File: config.mk
export PLATFORM = sky130hd
export DESIGN_NAME = bcd_counter_n
export DESIGN_NICKNAME = d
export VERILOG_FILES = /design/src/rtl/bcd_pkg.sv /design/src/rtl/bcd_digit.sv /design/src/rtl/bcd_counter_n.sv
export SDC_FILE = /design/constraint.sdc
export NUM_CORES = 1
export LEC_CHECK = 0
export BUFFER_PORTS_ARGS = -buffer_cell sky130_fd_sc_hd__buf_2
export CAP_MARGIN = 40
export CORE_MARGIN = 8
export CORE_UTILIZATION = 50
export CTS_CLUSTER_DIAMETER = 60
export CTS_CLUSTER_SIZE = 24
export DETAILED_ROUTE_END_ITERATION = 16
export PLACE_DENSITY = 0.7
export SYNTH_ARGS = -nofsm -noshare
export SYNTH_HDL_FRONTEND = slang
export SYNTH_SLANG_ARGS = --single-unit
File: constraint.sdc
create_clock -name clk_0 -period 2.4 [get_ports clk_0]
set_input_delay 0.24 -clock clk_0 [delete_from_list [all_inputs] [get_ports clk_0]]
set_output_delay 0.24 -clock clk_0 [all_outputs]
set_load 0.005 [all_outputs]
File: src/rtl/bcd_pkg.sv
// Shared BCD types and helpers for the bcd_counter_n slice.
// Contents:
//   bcd_digit_t        one BCD decade (4 bits)
//   BCD_MAX / BCD_MIN  terminal digit values (9 / 0)
//   bcd_clamp()        limits a nibble to a legal BCD digit, min(d, 9)
package bcd_pkg;

  typedef logic [3:0] bcd_digit_t;

  localparam bcd_digit_t BCD_MAX = 4'd9;
  localparam bcd_digit_t BCD_MIN = 4'd0;

  function automatic bcd_digit_t bcd_clamp(input bcd_digit_t d);
    return (d > BCD_MAX) ? BCD_MAX : d;
  endfunction

endpackage

File: src/rtl/bcd_digit.sv
// One BCD decade of the bcd_counter_n counter.
// Ports:
//   clk_0   in   clock, state updates on posedge
//   reset   in   asynchronous, active-low clear
//   clr     in   synchronous clear (highest synchronous priority)
//   ld      in   synchronous load of ld_val (clamped to 9)
//   ld_val  in   digit load value
//   en      in   step enable for this decade (already gated by lower decades)
//   up      in   1 = increment, 0 = decrement
//   q       out  current digit value, always 0..9
//   tc_up   out  q == 9 (this decade would wrap on an up step)
//   tc_dn   out  q == 0 (this decade would wrap on a down step)
module bcd_digit
  import bcd_pkg::*;
(
  input  logic       clk_0,
  input  logic       reset,
  input  logic       clr,
  input  logic       ld,
  input  bcd_digit_t ld_val,
  input  logic       en,
  input  logic       up,
  output bcd_digit_t q,
  output logic       tc_up,
  output logic       tc_dn
);

  bcd_digit_t q_next;

  always_comb begin
    q_next = q;
    if (up) begin
      // Anything at or above 9 rolls to 0, so an out-of-range value can never persist.
      q_next = (q >= BCD_MAX) ? BCD_MIN : q + 4'd1;
    end else begin
      q_next = (q == BCD_MIN) ? BCD_MAX : bcd_clamp(q - 4'd1);
    end
  end

  always_ff @(posedge clk_0 or negedge reset) begin
    if (!reset) begin
      q <= BCD_MIN;
    end else if (clr) begin
      q <= BCD_MIN;
    end else if (ld) begin
      q <= bcd_clamp(ld_val);
    end else if (en) begin
      q <= q_next;
    end
  end

  assign tc_up = (q == BCD_MAX);
  assign tc_dn = (q == BCD_MIN);

endmodule

File: src/rtl/bcd_counter_n.sv
// N-digit synchronous BCD up/down counter with parallel load, clear,
// registered wrap pulse and sticky overflow flag.
// Optional feature macro: BCD_COUNTER_SAT_EN
//   defined   -> saturating: up at 9..9 / down at 0..0 holds, carry stays 0,
//                ovf is set on the attempted step
//   undefined -> wrap-around (default)
// Parameters:
//   NDIG    number of decades (1..8), count width 4*NDIG
//   DIR_UP  direction when dir_sel_en = 0 (1 = up, 0 = down)
// Ports:
//   clk_0       in   clock
//   reset       in   asynchronous, active-low, clears count/carry/ovf
//   limp        in   synchronous clear (beats load and hab)
//   load        in   synchronous parallel load of load_val (beats hab)
//   load_val    in   BCD load value, digit 0 in [3:0]; nibbles >9 clamp to 9
//   hab         in   count enable, one step per cycle
//   dir_sel_en  in   1 = use dir, 0 = use DIR_UP
//   dir         in   1 = up, 0 = down
//   count       out  BCD count, digit 0 in [3:0]
//   carry       out  one-cycle pulse after a wrapping step
//   ovf         out  sticky wrap/overflow flag (cleared by limp or reset)
module bcd_counter_n
  import bcd_pkg::*;
#(
  parameter int NDIG   = 4,
  parameter bit DIR_UP = 1'b1
) (
  input  logic              clk_0,
  input  logic              reset,
  input  logic              limp,
  input  logic              load,
  input  logic [4*NDIG-1:0] load_val,
  input  logic              hab,
  input  logic              dir_sel_en,
  input  logic              dir,
  output logic [4*NDIG-1:0] count,
  output logic              carry,
  output logic              ovf
);

  logic            up;
  logic [NDIG-1:0] tc_up;
  logic [NDIG-1:0] tc_dn;
  logic [NDIG-1:0] term;
  logic [NDIG-1:0] en;
  logic            all_term;
  logic            wrap;
  logic            step_go;

  assign up = dir_sel_en ? dir : DIR_UP;

  // A decade is "terminal" when the next step in the current direction wraps it.
  assign term     = up ? tc_up : tc_dn;
  assign all_term = &term;
  // Attempted step out of 9..9 (up) or 0..0 (down); only meaningful when hab wins priority.
  assign wrap     = hab & all_term;

`ifdef BCD_COUNTER_SAT_EN
  assign step_go = hab & ~all_term;
`else
  assign step_go = hab;
`endif

  // Ripple enable: decade k steps only when every lower decade is terminal.
  always_comb begin
    en[0] = step_go;
    for (int k = 1; k < NDIG; k++) begin
      en[k] = en[k-1] & term[k-1];
    end
  end

  for (genvar k = 0; k < NDIG; k++) begin : g_digit
    bcd_digit u_digit (
      .clk_0  (clk_0),
      .reset  (reset),
      .clr    (limp),
      .ld     (load),
      .ld_val (load_val[4*k +: 4]),
      .en     (en[k]),
      .up     (up),
      .q      (count[4*k +: 4]),
      .tc_up  (tc_up[k]),
      .tc_dn  (tc_dn[k])
    );
  end

  always_ff @(posedge clk_0 or negedge reset) begin
    if (!reset) begin
      carry <= 1'b0;
      ovf   <= 1'b0;
    end else if (limp) begin
      carry <= 1'b0;
      ovf   <= 1'b0;
    end else if (load) begin
      carry <= 1'b0;
    end else if (hab) begin
`ifdef BCD_COUNTER_SAT_EN
      carry <= 1'b0;
`else
      carry <= wrap;
`endif
      if (wrap) ovf <= 1'b1;
    end else begin
      carry <= 1'b0;
    end
  end

endmodule

==> report_table.html <==
<table>
<tr><th>Metric</th><th>Value</th></tr>
<tr><th colspan="2">Setup path</th></tr>
<tr><td>Critical-path top delay cell</td><td>sky130_fd_sc_hd__dfrtp_1</td></tr>
<tr><td>CP max FO</td><td>8</td></tr>
<tr><td>Required time of the worst setup path</td><td>between 2 and 3 ns</td></tr>
<tr><td>Element type at the critical path start</td><td>flop</td></tr>
<tr><td>Largest stage delay on the critical path</td><td>0.48 ns</td></tr>
<tr><td>Data arrival time of the critical path</td><td>2.28 ns</td></tr>
<tr><td>Critical register-to-register path endpoint</td><td>g_digit[2].u_digit.q[2]</td></tr>
<tr><td>Worst setup slack for register-to-register paths</td><td>0.26 ns</td></tr>
<tr><td>Gate family responsible for the most delay along the worst path</td><td>compound AO/OA/AOI/OAI gates</td></tr>
<tr><td>Setup crit end kind</td><td>flop</td></tr>
<tr><td>Startpoint of the worst setup timing path</td><td>g_digit[1].u_digit.q[1]</td></tr>
<tr><td>Origin of the critical flop-to-flop path</td><td>g_digit[1].u_digit.q[1]</td></tr>
<tr><td>CP Cell Sequence</td><td>inv_1 &gt; ha_1 &gt; and4bb_2 &gt; a31o_2 &gt; and4b_1 &gt; o21a_1 &gt; a32o_1</td></tr>
<tr><td>Count of cell instances traversed by the critical path</td><td>7</td></tr>
<tr><td>Worst path buffer plus inverter count</td><td>1</td></tr>
<tr><td>Cell count of the worst reg-to-reg path</td><td>7</td></tr>
<tr><td>Type of the setup path with the least slack</td><td>flop to flop</td></tr>
<tr><th colspan="2">Placed design</th></tr>
<tr><td>Standard cell area after detailed placement</td><td>2340 um^2</td></tr>
<tr><td>Final HPWL DP</td><td>4.40 mm</td></tr>
<tr><td>Routability congestion estimate</td><td>0.880</td></tr>
<tr><td>I/O Buffers</td><td>40</td></tr>
<tr><th colspan="2">Clock tree</th></tr>
<tr><td>Bufs on Longest Clock Path</td><td>2</td></tr>
<tr><td>TritonCTS clock tree</td><td>done</td></tr>
<tr><td>Clock root buffer</td><td>sky130_fd_sc_hd__clkbuf_8</td></tr>
<tr><td>Clock buffer count from CTS</td><td>3</td></tr>
<tr><td>Cts repair resizes</td><td>0</td></tr>
<tr><td>H-tree depth</td><td>1</td></tr>
<tr><td>Later-pin clock latency in the skew report</td><td>between 0.2 and 0.3 ns</td></tr>
<tr><td>Total setup buffers inserted after CTS</td><td>0</td></tr>
<tr><td>Clock Sinks</td><td>18</td></tr>
<tr><td>Post-CTS clock slew at the launch and capture registers of the worst setup and hold paths</td><td>about 0.08 ns</td></tr>
<tr><th colspan="2">Worst hold path</th></tr>
<tr><td>HP Class</td><td>input port to flop</td></tr>
<tr><td>End point of the worst hold path</td><td>g_digit[2].u_digit.q[1]</td></tr>
<tr><td>Origin of the worst min-delay path</td><td>load_val[9]</td></tr>
<tr><td>Number of cells traversed by the worst hold path</td><td>3</td></tr>
<tr><th colspan="2">Die</th></tr>
<tr><td>Standard-cell rows</td><td>23</td></tr>
<tr><td>Horizontal extent of the die</td><td>80.7 um</td></tr>
<tr><td>Effective utilization at floorplan</td><td>52.0%</td></tr>
<tr><td>Height of the chip</td><td>approximately 81 um</td></tr>
<tr><td>Number of top-level pins</td><td>41</td></tr>
<tr><td>Area of the core</td><td>4030 um^2</td></tr>
<tr><td>Area of the die</td><td>6520 um^2</td></tr>
<tr><th colspan="2">Power and ir drop</th></tr>
<tr><td>Proportion of power drawn by the clock network</td><td>25.2%</td></tr>
<tr><td>Cell-internal power</td><td>roughly 650 uW</td></tr>
<tr><td>Maximum vdd drop</td><td>0.000284 V</td></tr>
<tr><td>Power share of the sequential group</td><td>35.6%</td></tr>
<tr><td>Cell Pwr Density</td><td>430 nW/um^2</td></tr>
<tr><td>Net switching fraction of the power</td><td>37.0%</td></tr>
<tr><td>Static Leak</td><td>0.00112 uW</td></tr>
<tr><td>Fraction of power consumed by combinational cells</td><td>39.2%</td></tr>
<tr><td>Switch Pwr</td><td>382 uW</td></tr>
<tr><th colspan="2">Detailed routing</th></tr>
<tr><td>Total wire length after detailed routing</td><td>5.66 mm</td></tr>
<tr><td>Antenna-violating nets left</td><td>0</td></tr>
<tr><td>Drt pass-1 iters</td><td>4</td></tr>
<tr><td>Drt via density</td><td>6.19</td></tr>
<tr><td>Vias after detailed routing</td><td>2142</td></tr>
<tr><td>DRC marker count from the first detailed-route iteration</td><td>126</td></tr>
<tr><td>Average wire per standard cell</td><td>16.4 um</td></tr>
<tr><td>Number of remaining DRC errors</td><td>0</td></tr>
<tr><th colspan="2">Global route</th></tr>
<tr><td>Global-route track usage on met1</td><td>23.7%</td></tr>
<tr><td>Fraction of met3 tracks used by global routing</td><td>2.90%</td></tr>
<tr><td>Combined global-route utilization of all metal layers</td><td>between 15 and 20%</td></tr>
<tr><td>Met2 demand-to-capacity share in global routing</td><td>29.9%</td></tr>
<tr><td>Overall overflow remaining after global route</td><td>0</td></tr>
<tr><td>Most Used Layer, Global Route</td><td>met2</td></tr>
<tr><td>First-pass GRT wire length</td><td>9.72 mm</td></tr>
<tr><td>Largest net degree at the start of global routing</td><td>19</td></tr>
<tr><td>Via count of the first global-routing pass</td><td>around 2100</td></tr>
<tr><td>Number of antenna violations at the first check in global routing</td><td>0</td></tr>
<tr><th colspan="2">Yosys</th></tr>
<tr><td>Gate count after technology mapping</td><td>258</td></tr>
<tr><td>Synthesized flop and latch total</td><td>18</td></tr>
<tr><td>Most used flip-flop cell after synthesis</td><td>sky130_fd_sc_hd__dfrtp_1</td></tr>
<tr><td>Share of synthesized registers carrying an async set or reset</td><td>100%</td></tr>
<tr><td>Unique cell type count in the Yosys netlist</td><td>64</td></tr>
<tr><td>Number of synthesized flops with an enable pin</td><td>0</td></tr>
<tr><td>Most used standard cell by instance count after synthesis</td><td>sky130_fd_sc_hd__ha_1</td></tr>
<tr><td>Warnings from Yosys</td><td>0</td></tr>
<tr><td>Syn avg cell area</td><td>8.12 um^2</td></tr>
<tr><td>Leading post-synthesis cells by instance count</td><td>sky130_fd_sc_hd__ha_1 (24), sky130_fd_sc_hd__nor2_1 (23), sky130_fd_sc_hd__o21ai_0 (21), sky130_fd_sc_hd__dfrtp_1 (18), sky130_fd_sc_hd__inv_1 (16)</td></tr>
<tr><td>Post-Synthesis Cell Area</td><td>2090 um^2</td></tr>
<tr><td>Sequential area share after synthesis</td><td>21.5%</td></tr>
<tr><td>Post-synth top area share</td><td>21.5%</td></tr>
<tr><td>Library cell with the largest summed area after synthesis</td><td>sky130_fd_sc_hd__dfrtp_1</td></tr>
<tr><td>Post-synth net total</td><td>305</td></tr>
<tr><td>Cells taking the most area after synthesis</td><td>sky130_fd_sc_hd__dfrtp_1 (22%), sky130_fd_sc_hd__ha_1 (14%), sky130_fd_sc_hd__o21ai_0 (5.0%), sky130_fd_sc_hd__nor2_1 (4.1%), sky130_fd_sc_hd__a21oi_1 (3.6%)</td></tr>
<tr><th colspan="2">Final layout</th></tr>
<tr><td>Final layout net count</td><td>344</td></tr>
<tr><td>Share of post-route cells with drive strength above 1</td><td>21.6%</td></tr>
<tr><td>Area used by multi-input combinational logic</td><td>1500 um^2</td></tr>
<tr><td>Syn-to-layout area delta</td><td>14.8%</td></tr>
<tr><td>Utilization after layout</td><td>59.7%</td></tr>
<tr><td>Count of antenna diodes in the layout</td><td>0</td></tr>
<tr><td>Layout fillers</td><td>368</td></tr>
<tr><td>Final std cell area, no fill</td><td>2400 um^2</td></tr>
<tr><td>Area of all sequential standard cells</td><td>450 um^2</td></tr>
<tr><th colspan="2">Run</th></tr>
<tr><td>Max-Cap Viols</td><td>0</td></tr>
<tr><th colspan="2">Outcome</th></tr>
<tr><td>Outcome</td><td>completed</td></tr>
<tr><th colspan="2">STA</th></tr>
<tr><td>Setup repair after global routing missed its margin</td><td>no</td></tr>
<tr><td>Transition time of the tightest slew-check pin</td><td>0.654 ns</td></tr>
<tr><td>Setup skew after layout</td><td>0.00833 ns</td></tr>
<tr><td>Final Max Slew Viols</td><td>0</td></tr>
<tr><td>Final period demand of the worst path</td><td>2.14 ns</td></tr>
<tr><td>Worst slew slack as a fraction of its limit</td><td>55.9%</td></tr>
<tr><td>Final setup violation count</td><td>0</td></tr>
<tr><td>Period utilisation layout</td><td>89.0%</td></tr>
<tr><td>Aggregate negative setup slack</td><td>0 ns</td></tr>
<tr><td>Final number of hold-violating endpoints</td><td>0</td></tr>
<tr><td>Peak clock frequency supported by timing</td><td>about 0.47 GHz</td></tr>
</table>
==> through the flow <==
stage	hold WS (ns)	total power, uW	setup slack, ns	instances
after floorplan	-0.0556	645	0.355	258
after global placement	0.210	771	0.375	341
after detailed placement	0.202	773	0.312	341
after CTS	0.231	1030	0.278	346
after global routing	0.249	1110	0.0250	346
final	0.236	1030	0.263	346
==> cell type report <==
type,instances,area share (%)
multi-input combinational,208,62.5
sequential,18,18.7
timing repair buffer,49,11.2
inverter,17,2.65
tap,50,2.60
clock buffer,4,2.29
==> worst register-to-register path, cell delays in order, from the launching register on <==
cell and delay, ns:
sky130_fd_sc_hd__dfrtp_1 0.48, sky130_fd_sc_hd__inv_1 0.13, sky130_fd_sc_hd__ha_1 0.22, sky130_fd_sc_hd__and4bb_2 0.23, sky130_fd_sc_hd__a31o_2 0.23, sky130_fd_sc_hd__and4b_1 0.30, sky130_fd_sc_hd__o21a_1 0.21, sky130_fd_sc_hd__a32o_1 0.21
==> kinds of logic after synthesis <==
family | count (synthesis) | share of synthesized area [%]
flops | 18 | 21.5
xor+xnor | 4 | 1.67
mux | 3 | 1.43
fa+ha+maj | 24 | 14.3
buf+inv | 32 | 6.81
compound gates | 97 | 32.1
simple gates | 80 | 22.1
==> layer usage <==
layer / wire [um] / share of wire [%]
met4: 53 / 0.94
met3: 357 / 6.3
met5: 0 / 0
met2: 2660 / 47
met1: 2590 / 46
==> worst max-delay path by stage <==
stage	to	slack, ns
after detailed placement	g_digit[2].u_digit.q[2]	0.31
after floorplan	g_digit[2].u_digit.q[2]	0.35
after CTS	g_digit[2].u_digit.q[2]	0.28
final	g_digit[2].u_digit.q[2]	0.26
after global placement	g_digit[2].u_digit.q[2]	0.37
after global routing	g_digit[2].u_digit.q[2]	0.02
==> flip-flops by register name (all words and copies together), names as in the netlist <==
register	flops
g_digit.u_digit.q	16
carry	1
ovf	1
==> cell usage in the layout (no fill, tap or decap), types with 2 or more instances in the layout <==
| cell | netlist | final |
|---|---|---|
| sky130_fd_sc_hd__o311a_1 | 3 | 3 |
| sky130_fd_sc_hd__buf_2 | 6 | 40 |
| sky130_fd_sc_hd__buf_4 | 0 | 8 |
| sky130_fd_sc_hd__xor2_1 | 4 | 4 |
| sky130_fd_sc_hd__nor4b_1 | 3 | 3 |
| sky130_fd_sc_hd__inv_1 | 16 | 16 |
| sky130_fd_sc_hd__a31o_2 | 3 | 3 |
| sky130_fd_sc_hd__o31ai_1 | 3 | 3 |
| sky130_fd_sc_hd__nand2_1 | 10 | 10 |
| sky130_fd_sc_hd__a211o_1 | 3 | 3 |
| sky130_fd_sc_hd__or3_1 | 3 | 3 |
| sky130_fd_sc_hd__nor2_1 | 23 | 23 |
| sky130_fd_sc_hd__a21o_1 | 2 | 2 |
| sky130_fd_sc_hd__and2_1 | 3 | 3 |
| sky130_fd_sc_hd__a32o_1 | 2 | 2 |
| sky130_fd_sc_hd__nor3b_1 | 3 | 3 |
| sky130_fd_sc_hd__a21oi_1 | 15 | 15 |
| sky130_fd_sc_hd__nand2b_1 | 6 | 6 |
| sky130_fd_sc_hd__mux2i_1 | 3 | 3 |
| sky130_fd_sc_hd__nand3_1 | 5 | 5 |
| sky130_fd_sc_hd__a31oi_1 | 11 | 11 |
| sky130_fd_sc_hd__o21bai_1 | 3 | 3 |
| sky130_fd_sc_hd__o211ai_1 | 2 | 2 |
| sky130_fd_sc_hd__or2_2 | 2 | 2 |
| sky130_fd_sc_hd__clkbuf_8 | 0 | 4 |
| sky130_fd_sc_hd__o22ai_1 | 6 | 6 |
| sky130_fd_sc_hd__ha_1 | 24 | 24 |
| sky130_fd_sc_hd__or3b_2 | 2 | 2 |
| sky130_fd_sc_hd__o21a_1 | 3 | 3 |
| sky130_fd_sc_hd__nand3b_1 | 2 | 2 |
| sky130_fd_sc_hd__dfrtp_1 | 18 | 18 |
| sky130_fd_sc_hd__a211oi_1 | 4 | 4 |
| sky130_fd_sc_hd__o21ai_0 | 21 | 21 |
| sky130_fd_sc_hd__nor4_1 | 3 | 3 |
| sky130_fd_sc_hd__nor3_1 | 3 | 3 |
==> timing repair <==
item | 4_1_cts | 5_1_grt
endpoints found under the hold margin | 18 | 0
hold buffers | 1 | 0
setup endpoints to repair | 0 | 0
==> power by group through the flow <==
stage                     registers [uW]  clock network (uW)  logic (uW)
after floorplan                      363                   0         282
after global placement               372                   0         399
after detailed placement             373                   0         400
after CTS                            367                 264         403
after global routing                 373                 273         461
final                                368                 260         405
Power figures use the tool's default switching activity.
